### src/rtl/mem_bus_arbiter_pkg.sv
// Shared constants and types for the fetch/data memory bus arbiter.
package mem_bus_arbiter_pkg;

    localparam int unsigned ADDR_W = 32;
    localparam int unsigned DATA_W = 32;

    // Owner IDs stored in the in-order return queue
    localparam logic INST_ID = 1'b0;
    localparam logic DATA_ID = 1'b1;

    // Transfer size encodings on the SRAM-like bus
    localparam logic [1:0] SIZE_BYTE = 2'd0;
    localparam logic [1:0] SIZE_HALF = 2'd1;
    localparam logic [1:0] SIZE_WORD = 2'd2;

    typedef enum logic [1:0] {
        IDLE   = 2'd0,
        HOLD_I = 2'd1,
        HOLD_D = 2'd2
    } owner_state_e;

    // Request payload presented to the bridge
    typedef struct packed {
        logic              wr;
        logic [1:0]        size;
        logic [ADDR_W-1:0] addr;
        logic [DATA_W-1:0] wdata;
    } bus_cmd_t;

endpackage

### src/rtl/mem_bus_arbiter_id_fifo.sv
// In-order queue of 1-bit owner IDs for issued, not yet returned requests.
module arb_id_fifo #(
    parameter int unsigned DEPTH = 2
) (
    input  logic clk,
    input  logic rst,
    input  logic push,
    input  logic push_id,
    input  logic pop,
    output logic head,
    output logic full,
    output logic empty
);

    localparam int unsigned PTR_W = (DEPTH > 1) ? $clog2(DEPTH) : 1;
    localparam int unsigned CNT_W = $clog2(DEPTH + 1);

    logic [DEPTH-1:0] mem_q;
    logic [PTR_W-1:0] rd_ptr_q;
    logic [PTR_W-1:0] wr_ptr_q;
    logic [CNT_W-1:0] cnt_q;
    logic             do_push;
    logic             do_pop;

    function automatic logic [PTR_W-1:0] next_ptr(input logic [PTR_W-1:0] p);
        return (p == PTR_W'(DEPTH - 1)) ? '0 : p + PTR_W'(1);
    endfunction

    assign full    = (cnt_q == CNT_W'(DEPTH));
    assign empty   = (cnt_q == '0);
    assign do_push = push && !full;
    assign do_pop  = pop && !empty;
    assign head    = mem_q[rd_ptr_q];

    // Pointer, occupancy and storage update
    always_ff @(posedge clk) begin
        if (rst) begin
            rd_ptr_q <= '0;
            wr_ptr_q <= '0;
            cnt_q    <= '0;
        end else begin
            if (do_push) begin
                mem_q[wr_ptr_q] <= push_id;
                wr_ptr_q        <= next_ptr(wr_ptr_q);
            end
            if (do_pop) begin
                rd_ptr_q <= next_ptr(rd_ptr_q);
            end
            case ({do_push, do_pop})
                2'b10:   cnt_q <= cnt_q + CNT_W'(1);
                2'b01:   cnt_q <= cnt_q - CNT_W'(1);
                default: cnt_q <= cnt_q;
            endcase
        end
    end

endmodule

### src/rtl/mem_bus_arbiter.sv
// Arbitrates instruction fetch and data access onto one SRAM-like bus and
// routes returns back to the issuing requester in issue order.
module mem_bus_arbiter
    import mem_bus_arbiter_pkg::*;
#(
    parameter int unsigned MAX_OUTSTANDING = 2,
    parameter int unsigned STARVE_LIMIT    = 4
) (
    input  logic        clk,
    input  logic        rst,
    input  logic        inst_req,
    input  logic [31:0] inst_addr,
    output logic        inst_addr_ok,
    output logic        inst_data_ok,
    output logic [31:0] inst_rdata,
    input  logic        data_req,
    input  logic        data_wr,
    input  logic [1:0]  data_size,
    input  logic [31:0] data_addr,
    input  logic [31:0] data_wdata,
    output logic        data_addr_ok,
    output logic        data_data_ok,
    output logic [31:0] data_rdata,
    output logic        bus_req,
    output logic        bus_wr,
    output logic [1:0]  bus_size,
    output logic [31:0] bus_addr,
    output logic [31:0] bus_wdata,
    input  logic        bus_addr_ok,
    input  logic        bus_data_ok,
    input  logic [31:0] bus_rdata,
    output logic        busy,
    output logic        resp_err
);

    localparam int unsigned STARVE_W = $clog2(STARVE_LIMIT + 1);

    owner_state_e        state_q;
    logic [STARVE_W-1:0] starve_q;
    logic                resp_err_q;

    logic     fifo_full;
    logic     fifo_empty;
    logic     fifo_head;
    logic     sel_data;
    logic     sel_inst;
    logic     owner_data;
    logic     req_c;
    logic     accept;
    logic     pop;
    bus_cmd_t cmd;

    // Owner selection and bus request; zero-latency in IDLE, sticky while holding
    always_comb begin
        sel_data   = 1'b0;
        sel_inst   = 1'b0;
        owner_data = 1'b0;
        req_c      = 1'b0;
        sel_data = data_req && (!inst_req || (starve_q < STARVE_W'(STARVE_LIMIT)));
        sel_inst = !sel_data && inst_req;
        case (state_q)
            IDLE: begin
                owner_data = sel_data;
                req_c      = sel_data || sel_inst;
            end
            HOLD_I: begin
                owner_data = INST_ID;
                req_c      = inst_req;
            end
            HOLD_D: begin
                owner_data = DATA_ID;
                req_c      = data_req;
            end
            default: begin
                owner_data = 1'b0;
                req_c      = 1'b0;
            end
        endcase
        req_c = req_c && !fifo_full && !rst;
    end

    // Bus payload mux; zero whenever no request is driven
    always_comb begin
        cmd = '0;
        if (req_c) begin
            if (owner_data == DATA_ID) begin
                cmd = '{wr: data_wr, size: data_size, addr: data_addr, wdata: data_wdata};
            end else begin
                cmd = '{wr: 1'b0, size: SIZE_WORD, addr: inst_addr, wdata: '0};
            end
        end
    end

    assign accept = req_c && bus_addr_ok;
    assign pop    = !rst && bus_data_ok && !fifo_empty;

    assign bus_req   = req_c;
    assign bus_wr    = cmd.wr;
    assign bus_size  = cmd.size;
    assign bus_addr  = cmd.addr;
    assign bus_wdata = cmd.wdata;

    assign inst_addr_ok = accept && (owner_data == INST_ID);
    assign data_addr_ok = accept && (owner_data == DATA_ID);
    assign inst_data_ok = pop && (fifo_head == INST_ID);
    assign data_data_ok = pop && (fifo_head == DATA_ID);
    assign inst_rdata   = bus_rdata;
    assign data_rdata   = bus_rdata;

    assign busy     = !rst && (!fifo_empty || (state_q != IDLE));
    assign resp_err = resp_err_q;

    // Owner FSM, starvation counter and sticky spurious-response flag
    always_ff @(posedge clk) begin
        if (rst) begin
            state_q    <= IDLE;
            starve_q   <= '0;
            resp_err_q <= 1'b0;
        end else begin
            case (state_q)
                IDLE: begin
                    if (req_c && !bus_addr_ok) begin
                        state_q <= owner_data ? HOLD_D : HOLD_I;
                    end
                end
                HOLD_I, HOLD_D: begin
                    if (accept) begin
                        state_q <= IDLE;
                    end
                end
                default: state_q <= IDLE;
            endcase

            if (!inst_req || inst_addr_ok) begin
                starve_q <= '0;
            end else if ((state_q == IDLE) && sel_data && !fifo_full) begin
                starve_q <= starve_q + STARVE_W'(1);
            end

            if (bus_data_ok && fifo_empty) begin
                resp_err_q <= 1'b1;
            end
        end
    end

    arb_id_fifo #(
        .DEPTH (MAX_OUTSTANDING)
    ) u_id_fifo (
        .clk     (clk),
        .rst     (rst),
        .push    (accept),
        .push_id (owner_data),
        .pop     (pop),
        .head    (fifo_head),
        .full    (fifo_full),
        .empty   (fifo_empty)
    );

endmodule

### config.mk
export PLATFORM = sky130hd
export DESIGN_NAME = mem_bus_arbiter
export DESIGN_NICKNAME = d
export VERILOG_FILES = /design/src/rtl/mem_bus_arbiter_pkg.sv /design/src/rtl/mem_bus_arbiter_id_fifo.sv /design/src/rtl/mem_bus_arbiter.sv
export SDC_FILE = /design/constraint.sdc
export NUM_CORES = 1
export LEC_CHECK = 0
export ABC_AREA = 0
export CORE_AREA = 2 2 107 109
export CTS_CLUSTER_SIZE = 24
export DETAILED_ROUTE_END_ITERATION = 10
export DIE_AREA = 0 0 109 111
export MAX_ROUTING_LAYER = met4
export PLACE_DENSITY = 0.65
export SKIP_LAST_GASP = 1
export SLEW_MARGIN = 40
export SYNTH_ARGS = -nofsm -noshare
export SYNTH_HDL_FRONTEND = slang
export SYNTH_SLANG_ARGS = --single-unit
### constraint.sdc
create_clock -name clk -period 2.5 [get_ports clk]
set_input_delay 0.25 -clock clk [delete_from_list [all_inputs] [get_ports clk]]
set_output_delay 0.25 -clock clk [all_outputs]
set_load 0.01 [all_outputs]
# After elaboration in Yosys (flattened, before gate mapping)
# Cells that the tools add are included.
totals:
  regBits: 12
  out_inout_bits: 138
classes:
  addsub: 5
  n_bitwise: 3
  order_cmp: 4
  muxes: 16
  n_reduce_logical: 37
  eq_ne: 7
ops:
  columns: ["op", "n"]
  rows:
  - ["2-to-1 mux 67 bit", 2]
  - ["logical AND 1 bit", 19]
  - ["case mux 2 bit (2 select lines)", 2]
  - ["equality test 2 bit, second input constant", 3]
  - ["logical NOT 1 bit", 6]
  - ["2-to-1 mux 2 bit", 3]
  - ["2-to-1 mux 1 bit", 5]
  - ["equality test 2 x 1 -> 1 bit, second input constant", 2]
  - ["logical NOT 2 bit", 2]
  - ["logical OR 1 bit", 4]
  - ["< comparator 1 x 2 -> 1 bit, second input constant", 2]
  - ["inequality test 2 bit, second input constant", 2]
  - ["AND reduction 2 bit", 2]
  - ["nonzero test 2 bit", 2]
  - ["OR reduction 2 bit", 2]
  - ["adder 3 x 1 -> 3 bit, second input constant", 1]
  - ["< comparator 3 bit, second input constant", 1]
  - ["inverter 1 bit", 3]
  - ["case mux 1 bit (3 select lines)", 1]
  - ["adder 1 bit, second input constant", 2]
  - ["adder 2 x 1 -> 2 bit, second input constant", 1]
  - ["bitwise mux 2 bit", 1]
  - ["case mux 1 bit (2 select lines)", 1]
  - ["subtractor 2 x 1 -> 2 bit, second input constant", 1]
  - ["other kinds (2)", 2]

# Logic depth before layout (Yosys ltp)
logic_depth:
  word_depth: 13
  ltp_mapped: 8
  ltp_nobuf: 8

# Hierarchy
# A second synthesis with hierarchy kept.
unflattened:
  cells_unflattened: 296
  area_unflattened_um2: 1958.1
modules_own_cells:
  columns: ["mod", "instances", "seq_area_each_um2", "area_each_um2", "cells_per_inst"]
  rows:
  - ["mem_bus_arbiter", 1, 120.1, 1687.9, 270]
  - ["arb_id_fifo", 1, 140.1, 270.3, 26]

# Worst setup path before layout
# No wires, ideal clock.
synth_timing:
  path_kind: "register -> register"
  startpoint: "reg state_q[0]"
  endpoint: "reg u_id_fifo.cnt_q[1]"
  synth_period_minus_slack_ns: 2.088
  required_ns: 2.430
  slack_ns: 0.412
  n_path_buf: 0
  path_stages_with_launch: 8
  arrival_time_ns: 2.018
  cell_sequence: "dfxtp_1 -> inv_1 -> ha_1 -> o21a_2 -> o2111ai_4 -> ha_1 -> or3_1 -> a21oi_1"
synth_between:
  elab_chain_cells: 8
synth_rtl:
  columns: ["item", "line_no", "source"]
  rows:
  - ["start: declaration", "mem_bus_arbiter.sv:38", "owner_state_e state_q;"]
  - ["start signal: assignment", "mem_bus_arbiter.sv:123", "state_q <= owner_data ? HOLD_D : HOLD_I;"]
  - ["equality test 2 bit (tied with other cells)", "mem_bus_arbiter.sv:61", "case (state_q)"]
  - ["case mux 1 bit (3 select lines) (*)", "mem_bus_arbiter.sv:61", null]
  - ["logical AND 1 bit (*) (2 in a row)", "mem_bus_arbiter.sv:79", "req_c = req_c && !fifo_full && !rst;"]
  - ["logical AND 1 bit (*)", "mem_bus_arbiter.sv:94", "assign accept = req_c && bus_addr_ok;"]
  - ["logical AND 1 bit (*)", "mem_bus_arbiter_id_fifo.sv:31", "assign do_push = push && !full;"]
  - ["equality test 2 x 1 -> 1 bit or equality test 2 bit (tied branches)", "mem_bus_arbiter_id_fifo.sv:49", "case ({do_push, do_pop})"]
  - ["case mux 2 bit (2 select lines) or nonzero test 2 bit (tied branches)", null, null]
  - ["end signal: assignment", "mem_bus_arbiter_id_fifo.sv:50", "2'b10: cnt_q <= cnt_q + CNT_W'(1);"]
  - ["end signal: assignment", "mem_bus_arbiter_id_fifo.sv:51", "2'b01: cnt_q <= cnt_q - CNT_W'(1);"]
  - ["end signal: assignment", "mem_bus_arbiter_id_fifo.sv:52", "default: cnt_q <= cnt_q;"]
  - ["end: declaration", "mem_bus_arbiter_id_fifo.sv:21", "logic [CNT_W-1:0] cnt_q;"]
# Mark *: on every way between the ends. The rest lies on a longest branch, timed or not.
# A chain may end at the register's enable or synchronous reset.

# Worst setup path in the final report
layout_timing:
  startpoint: "reg state_q[0]"
  endpoint: "out bus_wdata[25]"
layout_between:
  elab_chain_cells: 5
layout_rtl:
  columns: ["item", "line_no", "source"]
  rows:
  - ["equality test 2 bit (tied with other cells)", "mem_bus_arbiter.sv:61", null]
  - ["case mux 1 bit (3 select lines)", "mem_bus_arbiter.sv:61", null]
  - ["logical AND 1 bit (2 in a row)", "mem_bus_arbiter.sv:79", null]
  - ["2-to-1 mux 67 bit (*)", "mem_bus_arbiter.sv:85", "if (req_c) begin"]
  - ["end: declaration", "mem_bus_arbiter.sv:28", "output logic [31:0] bus_wdata,"]
# Marks and branches as above.

==> results.txt <==
* Detail Route Antenna Nets: 0
- Flop and latch count out of synthesis: 12
- Aggregate global routing overflow: 0
* Number of antenna violations at the first check in global routing: 1
- After layout, the design draws a total of 1.34 mW.
- Final worst-path cycle share: 0.982
- Total Wirelength: 8300 um
- The max-slew violation total from the final report is 0.
* Starting DRT DRC Count: 79
- The first global-routing pass estimated 12200 um of wire.
* Synth Cell Area: 0.00208 sq mm
- The die is 111 um tall.
* Number of buffers added by the clock tree synthesis step: 3
- In the final routed layout, each cell accounts on average for 14.8 um.
* Final weighted congestion of routability-driven global placement: 0.718
- Commonest register cell after synthesis: dfxtp_1
* Synthesis warning total: 0
- The first detailed-routing pass took 4 iterations.
* Total power per unit cell area: 359 mW/mm^2
- By area, the combinational part of the netlist is dominated by simple AND/OR/NAND/NOR gates.
- In this run the standard cell core region covers 0.0111 sq mm.
- Unique masters post-synth: 35
* Setup violators final: 0
- Metal2 WL: 4470 um
- Across every metal layer, demand over resource in global routing totals 0.133.
* Vias in the first global route: 2346
- Entering global routing, the biggest net connects 21 pins.
- Setup TNS after final layout: 0 ps
- In the layout the commonest cells are clkdlybuf4s50_1, dlygate4sd2_1, nand2_1.
- Tightest slew margin relative to the limit: 0.719
- The min-delay analysis places its worst path in the category flip-flop to flip-flop.
- At the pin with the least slew margin, the transition time is 417 ps.
- Number of input and output port buffers inserted: 178
* Number of design rule violations left after detail routing: 0
* Worst-path fanout max: 17
* Maximum buffer depth of the clock tree: 2
- After clock tree synthesis, the clock-pin slew on the worst setup and hold paths is 40 ps.
- Crit end category: output port
- The die covers 0.0121 sq mm.
- Starting density of the core: 0.188
- The clock reaches the later pin of the worst-skew pair after 240 ps.
- Total length of routed met3 wires: 728 um
* Slowest library cell on the worst path: clkdlybuf4s50_1
- The number of nets handed over by synthesis was 428.
- The setup path with the least slack is of type flip-flop to output port.
* Number of sinks handled by clock tree synthesis: 12
- TritonCTS clock tree: done
- Of the total synthesized cell area, the portion taken by XOR and XNOR cells is 0.0252.
- Measured along the x axis, the die boundary spans 109 um.
- The floorplan has 39 rows.
* Met1 WL: 3050 um
- After synthesis, the mean cell area works out to 7.31 sq um.
- Maxcap violations: 0
* Fraction of the mapped netlist area in compound gates: 0.172
- Share of cell area taken by muxes after synthesis: 0.00481
- Of the total synthesized cell area, the portion taken by AND, OR, NAND and NOR gates is 0.325.
- Maximum operating frequency: 407 MHz
* # fillers: 1170
- Sequential share of the synthesized area: 0.125
* Number of enable flip-flop cells after synthesis: 2
- Data arrival at the endpoint of the critical path: 2210 ps
- The worst path in the final design needs a cycle of 2460 ps, including I/O delays and setup.
- CTS built an H-tree with a depth of 1.
- At the worst endpoint, the required time is 2250 ps.
- Number of instances in the synthesized netlist: 285
* Share of the core filled with cells: 0.338
* Worst path cell trace: inv_1, ha_1, o21a_2, o211ai_4, nor2_4, buf_12, and2_4, clkdlybuf4s50_1
* Via total after detailed routing: 2319
* Top layer in use: met4
- The run finished with clean final reports.
* Layout-stage area growth over the synthesis result: 80.0%
* Adder-cell share of the synthesized area: 0.0361
- Proportion of layout cells with a drive suffix above 1: 0.182
* Commonest non-fill, non-tap cell in the layout: clkdlybuf4s50_1
- In this design, the stage delay of the slowest critical-path cell is 480 ps.
- Leakage: 1.78 nW
* Number of nets in the layout: 562
- The worst-case IR drop observed on VDD is 306 uV.
- Setup repair after global routing could not meet its margin everywhere.
* Half-perimeter wire length after detailed placement: 6830 um
- The hold violation count in the final report is 0.
* Top Ports: 275
- Root buffer cell: clkbuf_16
- Clock skew on the completed layout was measured at 0.819 ps.
- Using the TritonRoute via totals, the vias-per-cell ratio works out to 4.13.
* Kind of start point of the critical path: flip-flop
* Async SR Flop Fraction: 0
==> cells in the mapped netlist (2+ instances only) <==
| cell | n | area share |
|---|---|---|
| buf_6 | 11 | 0.059 |
| a21oi_1 | 36 | 0.087 |
| nor2_4 | 2 | 0.011 |
| nand2_1 | 65 | 0.12 |
| and2_4 | 28 | 0.12 |
| inv_1 | 5 | 0.0090 |
| o21a_2 | 2 | 0.0084 |
| or3_1 | 2 | 0.0060 |
| edfxtp_1 | 2 | 0.029 |
| ha_1 | 6 | 0.036 |
| nor2_1 | 16 | 0.029 |
| buf_4 | 66 | 0.24 |
| xnor2_1 | 3 | 0.013 |
| and2_1 | 8 | 0.024 |
| dfxtp_1 | 10 | 0.096 |
| xor2_1 | 3 | 0.013 |
| o21ai_0 | 2 | 0.0048 |
==> where the power goes <==
part	switching, mW	total, mW	internal (mW)
Sequential	0.0125	0.227	0.214
Clock	0.0823	0.297	0.214
Combinational	0.354	0.821	0.467
==> worst max-delay path, delay by kind of cell, from the launching register on <==
family	cells	cell delay [ps]
AOI/OAI and AO/OA	2	500
buffers and inverters	3	710
DFF	1	320
and+or+nand+nor	2	210
adders and majority gates	1	230
==> state kept, by name (all words and copies together), names as in the netlist <==
| register | cells |
|---|---|
| starve_q | 3 |
| resp_err | 1 |
| state_q | 2 |
| u_id_fifo.rd_ptr_q | 1 |
| u_id_fifo.cnt_q | 2 |
| u_id_fifo.mem_q | 2 |
| u_id_fifo.wr_ptr_q | 1 |
==> path summary, 6_finish.rpt <==
path / from / end / slack [ps] / cells past startpoint
max: state_q[0] / bus_wdata[25] / 40 / 8
min: resp_err / resp_err / 480 / 2
max reg2reg: state_q[0] / u_id_fifo.cnt_q[1] / 230 / 9
min reg2reg: resp_err / resp_err / 480 / 2
==> routing by layer <==
layer  track usage  vias up
met1         0.140     1041
met4        0.0171        0
met2         0.254      148
met3        0.0294       10
li1              -     1120
met5             -        -
==> cells by family (layout without fill, tap and decap cells) <==
logic type / count (synthesis) / after routing
other: 0 / 1
flip-flops: 12 / 12
buffers and inverters: 84 / 216
AO/OA/AOI/OAI: 49 / 49
XOR/XNOR: 6 / 6
adder cells (fa/ha/maj): 6 / 6
AND/OR/NAND/NOR: 127 / 128
multiplexers: 1 / 1
==> per-stage QoR <==
step / worst slack [ps] / hold WS [ps] / cell area, sq um / std cells
2_1_floorplan: 412 / 391 / 2080 / 285
5_1_grt: -53.7 / 500 / 3750 / 562
3_3_place_gp: -49.5 / 473 / 3570 / 543
3_5_place_dp: -154 / 482 / 3570 / 543
6_report: 43.8 / 480 / 3750 / 562
4_1_cts: -90.5 / 494 / 3710 / 555
==> area by class of cell <==
cell class | instances | area (sq um) | share of cell area
antenna | 1 | 2.50 | 0.000668
clock buffer | 4 | 78.8 | 0.0210
inverter | 6 | 25.0 | 0.00668
multi-input combinational | 190 | 1200 | 0.319
sequential | 12 | 262 | 0.0698
tap | 143 | 179 | 0.0477
timing repair buffer | 206 | 2010 | 0.535
==> what timing repair did <==
item / in CTS / in global routing
pin swaps: 4 / 3
hold endpoints to repair: 0 / 0
buffers inserted: 6 / 7
gates cloned: 2 / 0
endpoints found under the setup margin: 70 / 19
hold buffers: 0 / 0
gates resized for setup: 73 / 3
No activity file was read; power rests on OpenSTA's default activity.
